[src/rtl/pwrcap_throttle_ctrl.sv]
// Power-capping throttle controller: PWM-gated PROCHOT# enables, per-channel memory
// throttle, and a debounced per-PSU E-brake state machine with recovery hold-off.
module pwrcap_throttle_ctrl #(
  parameter int NUMBER_OF_CPUS    = 2,
  parameter int NUMBER_OF_CHANNEL = 4,
  parameter int NUMBER_OF_PSU     = 2,
  parameter int DUTY_W            = 4,
  parameter int DEB_TICKS         = 4,
  parameter int HOLD_TICKS        = 8
) (
  input  logic                         sys_clk,
  input  logic                         reset,
  input  logic                         t30p5us,
  input  logic [NUMBER_OF_CPUS-1:0]    vr_hot_n,
  input  logic                         pm_stpclk,
  input  logic                         sw_stpclk,
  input  logic                         forcepr_mask,
  input  logic [DUTY_W-1:0]            duty_cfg,
  input  logic                         ddr_pwrcap_enable,
  input  logic                         ddr_pwrcap_sw_therm,
  input  logic [NUMBER_OF_CHANNEL-1:0] ddr_pwrcap_throttle,
  input  logic [NUMBER_OF_CHANNEL-1:0] dimm_alert,
  input  logic                         ebrake_en,
  input  logic [NUMBER_OF_PSU-1:0]     ps_ac_ok,
  input  logic                         ebrake_clr,
  output logic [NUMBER_OF_CPUS-1:0]    prochot_outen,
  output logic [NUMBER_OF_CHANNEL-1:0] ddr_pwrcap_assert_ch,
  output logic                         ebrake_state,
  output logic [NUMBER_OF_PSU-1:0]     ebrake_cause
);

  localparam int DEB_W  = 8;
  localparam int HOLD_W = 16;

  typedef enum logic [1:0] {ST_NORMAL, ST_BRAKE, ST_HOLD} state_t;

  state_t                         r_state, w_state_nxt;
  logic [NUMBER_OF_CPUS-1:0]      r_vr_meta, r_vr_sync;
  logic [NUMBER_OF_PSU-1:0]       r_ac_meta, r_ac_sync;
  logic [DUTY_W-1:0]              r_pwm_cnt;
  logic [NUMBER_OF_PSU-1:0]       r_q_ok;
  logic [DEB_W-1:0]               r_deb_cnt [NUMBER_OF_PSU];
  logic [HOLD_W-1:0]              r_hold_cnt;
  logic [NUMBER_OF_CPUS-1:0]      r_prochot;
  logic [NUMBER_OF_CHANNEL-1:0]   r_assert_ch;
  logic [NUMBER_OF_PSU-1:0]       r_cause;
  logic [NUMBER_OF_CHANNEL-1:0]   w_vr_hot_ch;
  logic                           w_pwm_on;
  logic                           w_event;
  logic                           w_all_ok;
  logic                           w_hold_done;
  logic                           w_ebrake_state;

  // Synchronisers idle at 1 so a reset never looks like VR-hot or AC loss.
  // NOTE: non-blocking assignments let every flop sample pre-edge values, so the
  // two synchroniser stages really form a pipeline.
  always_ff @(posedge sys_clk) begin
    if (reset) begin
      r_vr_meta <= '1;
      r_vr_sync <= '1;
      r_ac_meta <= '1;
      r_ac_sync <= '1;
    end else begin
      r_vr_meta <= vr_hot_n;
      r_vr_sync <= r_vr_meta;
      r_ac_meta <= ps_ac_ok;
      r_ac_sync <= r_ac_meta;
    end
  end

  always_ff @(posedge sys_clk) begin
    if (reset)        r_pwm_cnt <= '0;
    else if (t30p5us) r_pwm_cnt <= r_pwm_cnt + DUTY_W'(1);
  end

  assign w_pwm_on = (duty_cfg == '0) || (r_pwm_cnt < duty_cfg);
  assign w_event  = ddr_pwrcap_enable & (ddr_pwrcap_sw_therm | pm_stpclk | w_ebrake_state);

  for (genvar k = 0; k < NUMBER_OF_CHANNEL; k++) begin : g_ch_map
    assign w_vr_hot_ch[k] = ~r_vr_sync[k % NUMBER_OF_CPUS];
  end

  always_ff @(posedge sys_clk) begin
    if (reset) begin
      r_prochot   <= '0;
      r_assert_ch <= '0;
    end else begin
      r_prochot   <= forcepr_mask ? '0 :
                     ({NUMBER_OF_CPUS{pm_stpclk | w_ebrake_state}} |
                      ((~r_vr_sync | {NUMBER_OF_CPUS{sw_stpclk}}) & {NUMBER_OF_CPUS{w_pwm_on}}));
      r_assert_ch <= ddr_pwrcap_throttle | dimm_alert | w_vr_hot_ch | {NUMBER_OF_CHANNEL{w_event}};
    end
  end

  // Debounce: the counter only runs while the synchronised level disagrees with q_ok.
  always_ff @(posedge sys_clk) begin
    if (reset) begin
      r_q_ok <= '1;
      for (int p = 0; p < NUMBER_OF_PSU; p++) r_deb_cnt[p] <= '0;
    end else begin
      for (int p = 0; p < NUMBER_OF_PSU; p++) begin
        if (r_ac_sync[p] == r_q_ok[p]) begin
          r_deb_cnt[p] <= '0;
        end else if (t30p5us) begin
          if (r_deb_cnt[p] == DEB_W'(DEB_TICKS - 1)) begin
            r_q_ok[p]    <= ~r_q_ok[p];
            r_deb_cnt[p] <= '0;
          end else begin
            r_deb_cnt[p] <= r_deb_cnt[p] + DEB_W'(1);
          end
        end
      end
    end
  end

  assign w_all_ok    = &r_q_ok;
  assign w_hold_done = t30p5us && (r_hold_cnt == HOLD_W'(HOLD_TICKS - 1));

  always_ff @(posedge sys_clk) begin
    if (reset) r_state <= ST_NORMAL;
    else       r_state <= w_state_nxt;
  end

  // NOTE: default assignment first, so every path drives w_state_nxt and no latch is inferred.
  always_comb begin
    w_state_nxt = r_state;
    if (!ebrake_en) begin
      w_state_nxt = ST_NORMAL;
    end else begin
      unique case (r_state)
        ST_NORMAL: if (!w_all_ok) w_state_nxt = ST_BRAKE;
        ST_BRAKE:  if (w_all_ok)  w_state_nxt = ST_HOLD;
        ST_HOLD: begin
          if (!w_all_ok)        w_state_nxt = ST_BRAKE;
          else if (w_hold_done) w_state_nxt = ST_NORMAL;
        end
        default:                w_state_nxt = ST_NORMAL;
      endcase
    end
  end

  always_comb begin
    w_ebrake_state = (r_state != ST_NORMAL);
  end

  // Held at zero outside HOLD, so entering HOLD always starts a fresh count.
  always_ff @(posedge sys_clk) begin
    if (reset || r_state != ST_HOLD) r_hold_cnt <= '0;
    else if (t30p5us)                r_hold_cnt <= r_hold_cnt + HOLD_W'(1);
  end

  always_ff @(posedge sys_clk) begin
    if (reset) r_cause <= '0;
    else       r_cause <= (r_cause & ~{NUMBER_OF_PSU{ebrake_clr}}) |
                          ({NUMBER_OF_PSU{ebrake_en}} & ~r_q_ok);
  end

  assign prochot_outen        = r_prochot;
  assign ddr_pwrcap_assert_ch = r_assert_ch;
  assign ebrake_state         = w_ebrake_state;
  assign ebrake_cause         = r_cause;

endmodule

[config.mk]
export PLATFORM = sky130hd
export DESIGN_NAME = pwrcap_throttle_ctrl
export DESIGN_NICKNAME = d
export VERILOG_FILES = /design/src/rtl/pwrcap_throttle_ctrl.sv
export SDC_FILE = /design/constraint.sdc
export NUM_CORES = 1
export LEC_CHECK = 0
export CAP_MARGIN = 10
export CORE_MARGIN = 3
export CORE_UTILIZATION = 50
export DETAILED_ROUTE_END_ITERATION = 10
export MAX_ROUTING_LAYER = met4
export PLACE_DENSITY = 0.74
export SKIP_LAST_GASP = 1
export SYNTH_ARGS = -nofsm -noshare
export SYNTH_HDL_FRONTEND = slang
export SYNTH_SLANG_ARGS = --single-unit
export TNS_END_PERCENT = 20
[constraint.sdc]
create_clock -name sys_clk -period 1.9 [get_ports sys_clk]
set_input_delay 0.38 -clock sys_clk [delete_from_list [all_inputs] [get_ports sys_clk]]
set_output_delay 0.38 -clock sys_clk [all_outputs]
set_load 0.05 [all_outputs]
==> flow_summary.toml <==
[global_route]
grt_max_degree = 18
grt_pass1_wl_mm = 8.866
grt_pass1_vias = 2031
grt_usage_pct = 18.33
antenna_found_initial = 0
grt_overflow = 0

[sta]
timing.fmax_mhz = 547.8
timing.setup.tns_ns = 0
finalSetupViolCount = 0
worst_pin_slew_ns = 0.5074
max_slew_margin_pct = 66.07
finalMaxSlewViolations = 0
rsz0062_at_grt = "no"
finalHoldViolations = 0
layout_min_cycle_time_ns = 1.825
finalCritPeriodShare_pct = 96.07
skew_ns = 0.01097

[drt]
wl_per_cell_um = 13.15
drtPass1Iterations = 4
route.vias.total = 2072
wl_mm = 5.048
drt.antenna.violating_nets = 0
viasPerCell = 5.396
drc = 0
drtIter0Drc = 108

[power_and_ir_drop]
swShare_pct = 23.55
p_switching_mw = 0.4965
power_density_mw_per_mm2 = 654.6
pwr-share-clk_pct = 30.3
comb_power_share_pct = 9.6
p_seq_share_pct = 60.1
leakage_nw = 1.147
p_int_mw = 1.612
ir_drop_mv = 0.3998
finalPower_mw = 2.108

[worst_setup_path]
cp_max_fo = 2
slowest_stage = "clkdlybuf4s50_1"
cp_data_arrival_time_ns = 1.45
reg2reg_slack_ns = 0.15
cp_data_required_time_ns = 1.52
critical_path.top_delay_family = "buffers and inverters"
worstRegToRegCells = 4
r2r-end = "r_deb_cnt[0][4]"
r2r_start = "r_deb_cnt[0][1]"
cp_cell_sequence = "clkdlybuf4s50_1"
max_stage_delay_ns = 0.80
end_kind = "output pin"
crit_path_start_kind = "flop"
path_class = "flop to output pin"
path_buf_inv = 1

[floorplan]
fp.dieH_um = 78.58
io_pins = 35
initial_core_util_pct = 53.63
fp-row-count = 25
coreArea_mm2 = 0.004911
die_w_um = 78.58
fp.dieArea_mm2 = 0.006174

[place]
dp_hpwl_mm = 3.876
gp_congestion = 0.7820
portBuffers = 34
dpl-instance-area_mm2 = 0.003132

[yosys]
synth_area_mm2 = 0.002634
synth_nets = 300
ys_warn_count = 0
synth-seq-cells = 56
synth_flop_cell = "dfxtp_1"
synthCells = 267
async_flop_share_pct = 0
avgSynthCellArea_um2 = 9.864
ys_seq_area_share_pct = 48.65
ys_types = 44
synth_edf_count = 16

[cells_and_area]
final_area_mm2 = 0.003221
utilization_pct = 65.58
area_growth_pct = 22.28
layout.nets = 349
num_antenna_cells = 0
drive_above_1_share_pct = 16.09

[clocking]
numCtsBuffers = 5
cts_root_buffer = "clkbuf_8"
cts_hold_buf = 0
cts_buffer_depth = 2
htreeDepth = 2
cts_tree = "built"
clkSinkCount = 56
clkLatencyLatePin_ns = 0.31
clk_pin_slew_worst_paths_ns = 0.10

[worst_hold_path]
worstHoldStart = "r_vr_meta[0]"
holdPathEnd = "r_vr_sync[0]"
hold_depth = 1
hold_class = "flop to flop"

[run_status]
status = "completed"

[run]
cap_violations = 0
## cells in the final DEF (no fill, tap or decap), types with 5 or more instances in the layout
| cell | instances |
|---|---|
| a21oi_1 | 17 |
| a31oi_1 | 5 |
| buf_4 | 17 |
| clkbuf_8 | 5 |
| clkdlybuf4s50_1 | 33 |
| dfxtp_1 | 40 |
| edfxtp_1 | 16 |
| ha_1 | 7 |
| inv_1 | 8 |
| mux2i_1 | 7 |
| nand2_1 | 16 |
| nand2b_1 | 8 |
| nand3_1 | 10 |
| nand4_1 | 10 |
| nor2_1 | 28 |
| o21ai_0 | 11 |
| or2_2 | 10 |
| or3_1 | 11 |
| xnor2_1 | 5 |
| xor2_1 | 10 |
## flip-flops by register name, indices dropped and copies added, names as in the netlist
register / cells
r_vr_sync: 2
r_hold_cnt: 16
ddr_pwrcap_assert_ch: 4
r_pwm_cnt: 4
r_deb_cnt: 16
r_state: 2
prochot_outen: 2
r_ac_sync: 2
r_ac_meta: 2
r_q_ok: 2
r_vr_meta: 2
ebrake_cause: 2
## worst reg2reg max path: stages (launching register included)
cell      delay (ns)
edfxtp_1        0.42
ha_1            0.19
or3b_2          0.49
o211ai_2        0.33
nor2_1          0.09
## worst max path at each step
stage / from / to / slack [ns] / depth (start not counted)
detailed placement: duty_cfg[3] / prochot_outen[1] / -0.30 / 6
global placement: duty_cfg[3] / prochot_outen[0] / -0.11 / 6
finish: ebrake_cause[1] / ebrake_cause[1] / 0.07 / 1
CTS: duty_cfg[3] / prochot_outen[1] / 0.005 / 6
floorplan: r_deb_cnt[1][0] / r_deb_cnt[1][2] / 0.23 / 4
global route: duty_cfg[3] / prochot_outen[0] / 0.006 / 6
## routing by layer
metal  track usage (%)  up-vias  share of wire (%)
met5                 -        -                  0
li1                  -     1062                  -
met2             29.63       17                 50
met1             23.32      985                 47
met3             2.523        8                2.0
met4             7.168        0                1.7
## logic make-up after synthesis
kind of cell             count (synthesis)  share of synthesized area [%]
AO/OA/AOI/OAI                           46                          10.88
flip-flops                              56                          48.65
buffers and inverters                   16                          2.803
multiplexers                             7                          2.660
adder cells (fa/ha/maj)                  7                          3.325
AND/OR/NAND/NOR                        120                          26.70
XOR/XNOR                                15                          4.988
## cell usage after synthesis, types with 2 or more instances
cell | number | area [µm²]
xnor2_1 | 5 | 43.79
nor3_2 | 2 | 20.02
or4_1 | 4 | 30.03
xor2_1 | 10 | 87.58
or3_1 | 11 | 68.82
o21ai_0 | 12 | 60.06
nand2b_1 | 8 | 50.05
a21oi_1 | 17 | 85.08
nand4_2 | 2 | 25.02
edfxtp_1 | 16 | 480.5
nand3_1 | 10 | 50.05
or3b_2 | 2 | 17.52
dfxtp_1 | 40 | 800.8
nand2_1 | 16 | 60.06
buf_2 | 5 | 25.02
clkbuf_1 | 2 | 7.510
nand4_1 | 10 | 62.56
nor2b_1 | 2 | 12.51
mux2i_1 | 7 | 70.07
nor2_1 | 28 | 105.1
a22oi_1 | 2 | 15.01
nor4_1 | 4 | 25.02
ha_1 | 7 | 87.58
inv_1 | 8 | 30.03
or2_2 | 10 | 62.56
nor4_2 | 3 | 37.54
o31ai_1 | 3 | 22.52
a31oi_1 | 5 | 31.28
## what timing repair did
action / in CTS / in global routing
gates resized for setup: 0 / 2
hold endpoints to repair: 0 / 0
setup endpoints to repair: 0 / 2
setup buffers: 0 / 0
## power by group through the flow
stage	Combinational [mW]	Clock, mW	Sequential (mW)
after global routing	0.219	0.712	1.27
after floorplan	0.0672	0	1.33
after CTS	0.203	0.656	1.27
after detailed placement	0.202	0	1.30
after global placement	0.200	0	1.29
final	0.202	0.639	1.27
## per-stage QoR
stage / instances / hold WS, ns / setup WS, ns
3_5_place_dp: 376 / 0.3947 / -0.3030
4_1_cts: 384 / 0.4189 / 0.005090
5_1_grt: 384 / 0.4321 / 0.006248
3_3_place_gp: 376 / 0.3924 / -0.1091
6_report: 384 / 0.4173 / 0.07458
2_1_floorplan: 267 / 0.3895 / 0.2333
## cell type report
class / instances / area, µm²
multi-input combinational: 195 / 1280
timing repair buffer: 50 / 457.9
clock inverter: 3 / 18.77
clock buffer: 5 / 68.82
sequential: 56 / 1281
fill: 425 / 1690
tap: 67 / 83.83
inverter: 8 / 30.03
Power figures use the tool's default switching activity.
==> patch, RTL diff (same flow settings) <==
The 3 states of `state_t` get a one-hot encoding in 3 bits.
--- a/src/rtl/pwrcap_throttle_ctrl.sv
+++ b/src/rtl/pwrcap_throttle_ctrl.sv
@@ -33,5 +33,5 @@
   localparam int HOLD_W = 16;
 
-  typedef enum logic [1:0] {ST_NORMAL, ST_BRAKE, ST_HOLD} state_t;
+  typedef enum logic [2:0] {ST_NORMAL = 3'b001, ST_BRAKE = 3'b010, ST_HOLD = 3'b100} state_t;
 
   state_t                         r_state, w_state_nxt;
Formal check against the unedited RTL: no difference found for any inputs over 10 cycles, from zero or initial values and one cycle with reset high; not proved beyond that.
==> patch against the original RTL <==
  * Design area about the same
  * Combinational power down 8%
  * Power up 14%
  * Sequential cell count up 1
  * Setup slack worse by 21 ps
  * Routed wire length down 8.6%
  * Clock power up 46%
  * Fmax down 1.1%
  * Synthesized area down 2.8%
  * Critical path type unchanged
  * Critical endpoint is now ebrake_cause[0]
==> patch: results (changes against the original RTL) <==
stage	metric	value	unit	change
place	gp_congestion	0.8118		+3.8%
synthesis	synthFlopType	dfxtp_1		
route	vias_per_cell	5.144		-4.7%
synthesis	syn_nets	294		-2.0%
synthesis	synth_compound_area_share	5.279	%	-5.6 points
min_path	holdCritPathClass	flop to flop		
place	postPlaceCellArea	3053	um^2	-2.5%
route	drt-initial-drc-count	86		-20%
cells_and_area	reg.largest.list	r_deb_cnt (16), r_hold_cnt (16)		
synthesis	synth_warnings	0		unchanged
timing	fin_skew	8.578	ps	-2.388 ps
global_routing	grt_pass1_vias	1931		-4.9%
synthesis	synth_cells	261		-2.2%
power	peakVddDrop	0.5278	mV	+32%
route	dr.pass1.iters	5		+1
route	drcViolationCount	0		unchanged
synthesis	synth-xor-area-share	10.95	%	+6.0 points
place	dp_hpwl	3392	um	-12%
global_routing	grt_max_degree	17		-1
clock_network	cts_buffers	9		+4
global_routing	antenna_found_initial	0		unchanged
place	dp_cells	367		-2.4%
route	num_vias	1970		-4.9%
place	portBuffers	34		unchanged
worst_setup_path	cpLargestDelayFamily	buffers and inverters		
clock_network	ctsHtreeMaxLevel	3		+1
worst_setup_path	crit_fanout	2		unchanged
outcome	status	complete, no violations		
synthesis	synthAdderAreaFrac	3.421	%	+0.096 points
worst_setup_path	cp_slowest_stage_delay	810	ps	
global_routing	grt_use_total	17.38	%	-0.95 points
worst_setup_path	cp.arrival	1470	ps	+20 ps
timing	finalHoldViolCount	0		unchanged
clock_network	cts_buffer_depth	2		unchanged
route	wirelength	4612	um	-8.6%
cells_and_area	nFillCells	391		-8.0%
synthesis	synth.area.mux_share	1.564	%	-1.1 points
power	p_leak	1.199	nW	+4.6%
clock_network	clock_latency	330	ps	+20 ps
synthesis	synth-edff-count	16		unchanged
power	switchingPower	0.5442	mW	+9.6%
cells_and_area	drive_above_1_share	11.39	%	-4.7 points
global_routing	grt_first_pass_wirelength	8148	um	-8.1%
synthesis	synthArstFlopShare	0	%	unchanged
clock_network	clkTransAtPathRegs	60	ps	-40 ps
cells_and_area	fin_nets	344		-1.4%
clock_network	cts_root_buffer	clkbuf_8		
timing	maxSlewHeadroom	66.25	%	+0.18 points
synthesis	yosys-top-cells-area	dfxtp_1 (32%), edfxtp_1 (19%), nor2_1 (6.7%)		
power	powerSeq	1.29	mW	
cells_and_area	n_antenna_cell	0		unchanged
worst_setup_path	crit_slowest_cell	clkdlybuf4s50_1		
synthesis	ys_seq_area_share	50.83	%	+2.2 points
synthesis	synthTopCellsByCount	nor2_1 (46), dfxtp_1 (41), xor2_1 (18)		
power	comb_power	0.186	mW	-8%
synthesis	synth_cell_type_count	34		-23%
## patch: what timing repair did
| action | 4_1_cts | 5_1_grt |
|---|---|---|
| hold endpoints to repair | 0 | 0 |
| setup endpoints to repair | 0 | 2 |
| resized for setup | 0 | 2 |
| setup buffers | 0 | 0 |
## patch: layout make-up
cell class / instances / area [um^2] / share of cell area (%)
flip-flops and latches: 57 / 1301 / 40.39
multi-input cells: 190 / 1211 / 37.59
repair buffers: 45 / 432.9 / 13.44
clock buffers: 11 / 141.4 / 4.388
well taps: 67 / 83.83 / 2.602
inverters: 8 / 30.03 / 0.9320
clock inverters: 5 / 21.27 / 0.6602
## patch: through the flow
| step | power (mW) | setup TNS, ps | worst slack (ps) | util (%) |
|---|---|---|---|---|
| after detailed placement | 1.501 | -1007 | -328.5 | 62.97 |
| final | 2.406 | 0 | 53.42 | 66.45 |
| after floorplan | 1.405 | 0 | 306.2 | - |
| after global routing | 2.514 | -11.79 | -6.525 | 66.45 |
| after CTS | 2.442 | 0 | 29.05 | 66.32 |
| after global placement | 1.497 | -597.4 | -184.2 | 62.97 |
## patch: path summary, 6_finish.rpt
path,from,slack [ps],cells after the start,end
setup / recovery,ebrake_cause[0]$_SDFF_PP0_,50,1,ebrake_cause[0]
setup reg to reg,r_hold_cnt[2]$_SDFFE_PP0P_,270,4,r_hold_cnt[15]$_SDFFE_PP0P_
hold / removal,r_vr_meta[0]$_SDFF_PP1_,410,1,r_vr_sync[0]$_SDFF_PP1_
hold reg to reg,r_vr_meta[0]$_SDFF_PP1_,410,1,r_vr_sync[0]$_SDFF_PP1_
## patch: routing by layer
layer	global-route usage (%)	routed length [um]	up-vias
li1	-	-	1011
met1	20.55	2125	919
met2	27.29	2257	33
met3	4.176	163	7
met4	9.609	66	0
met5	-	0	-
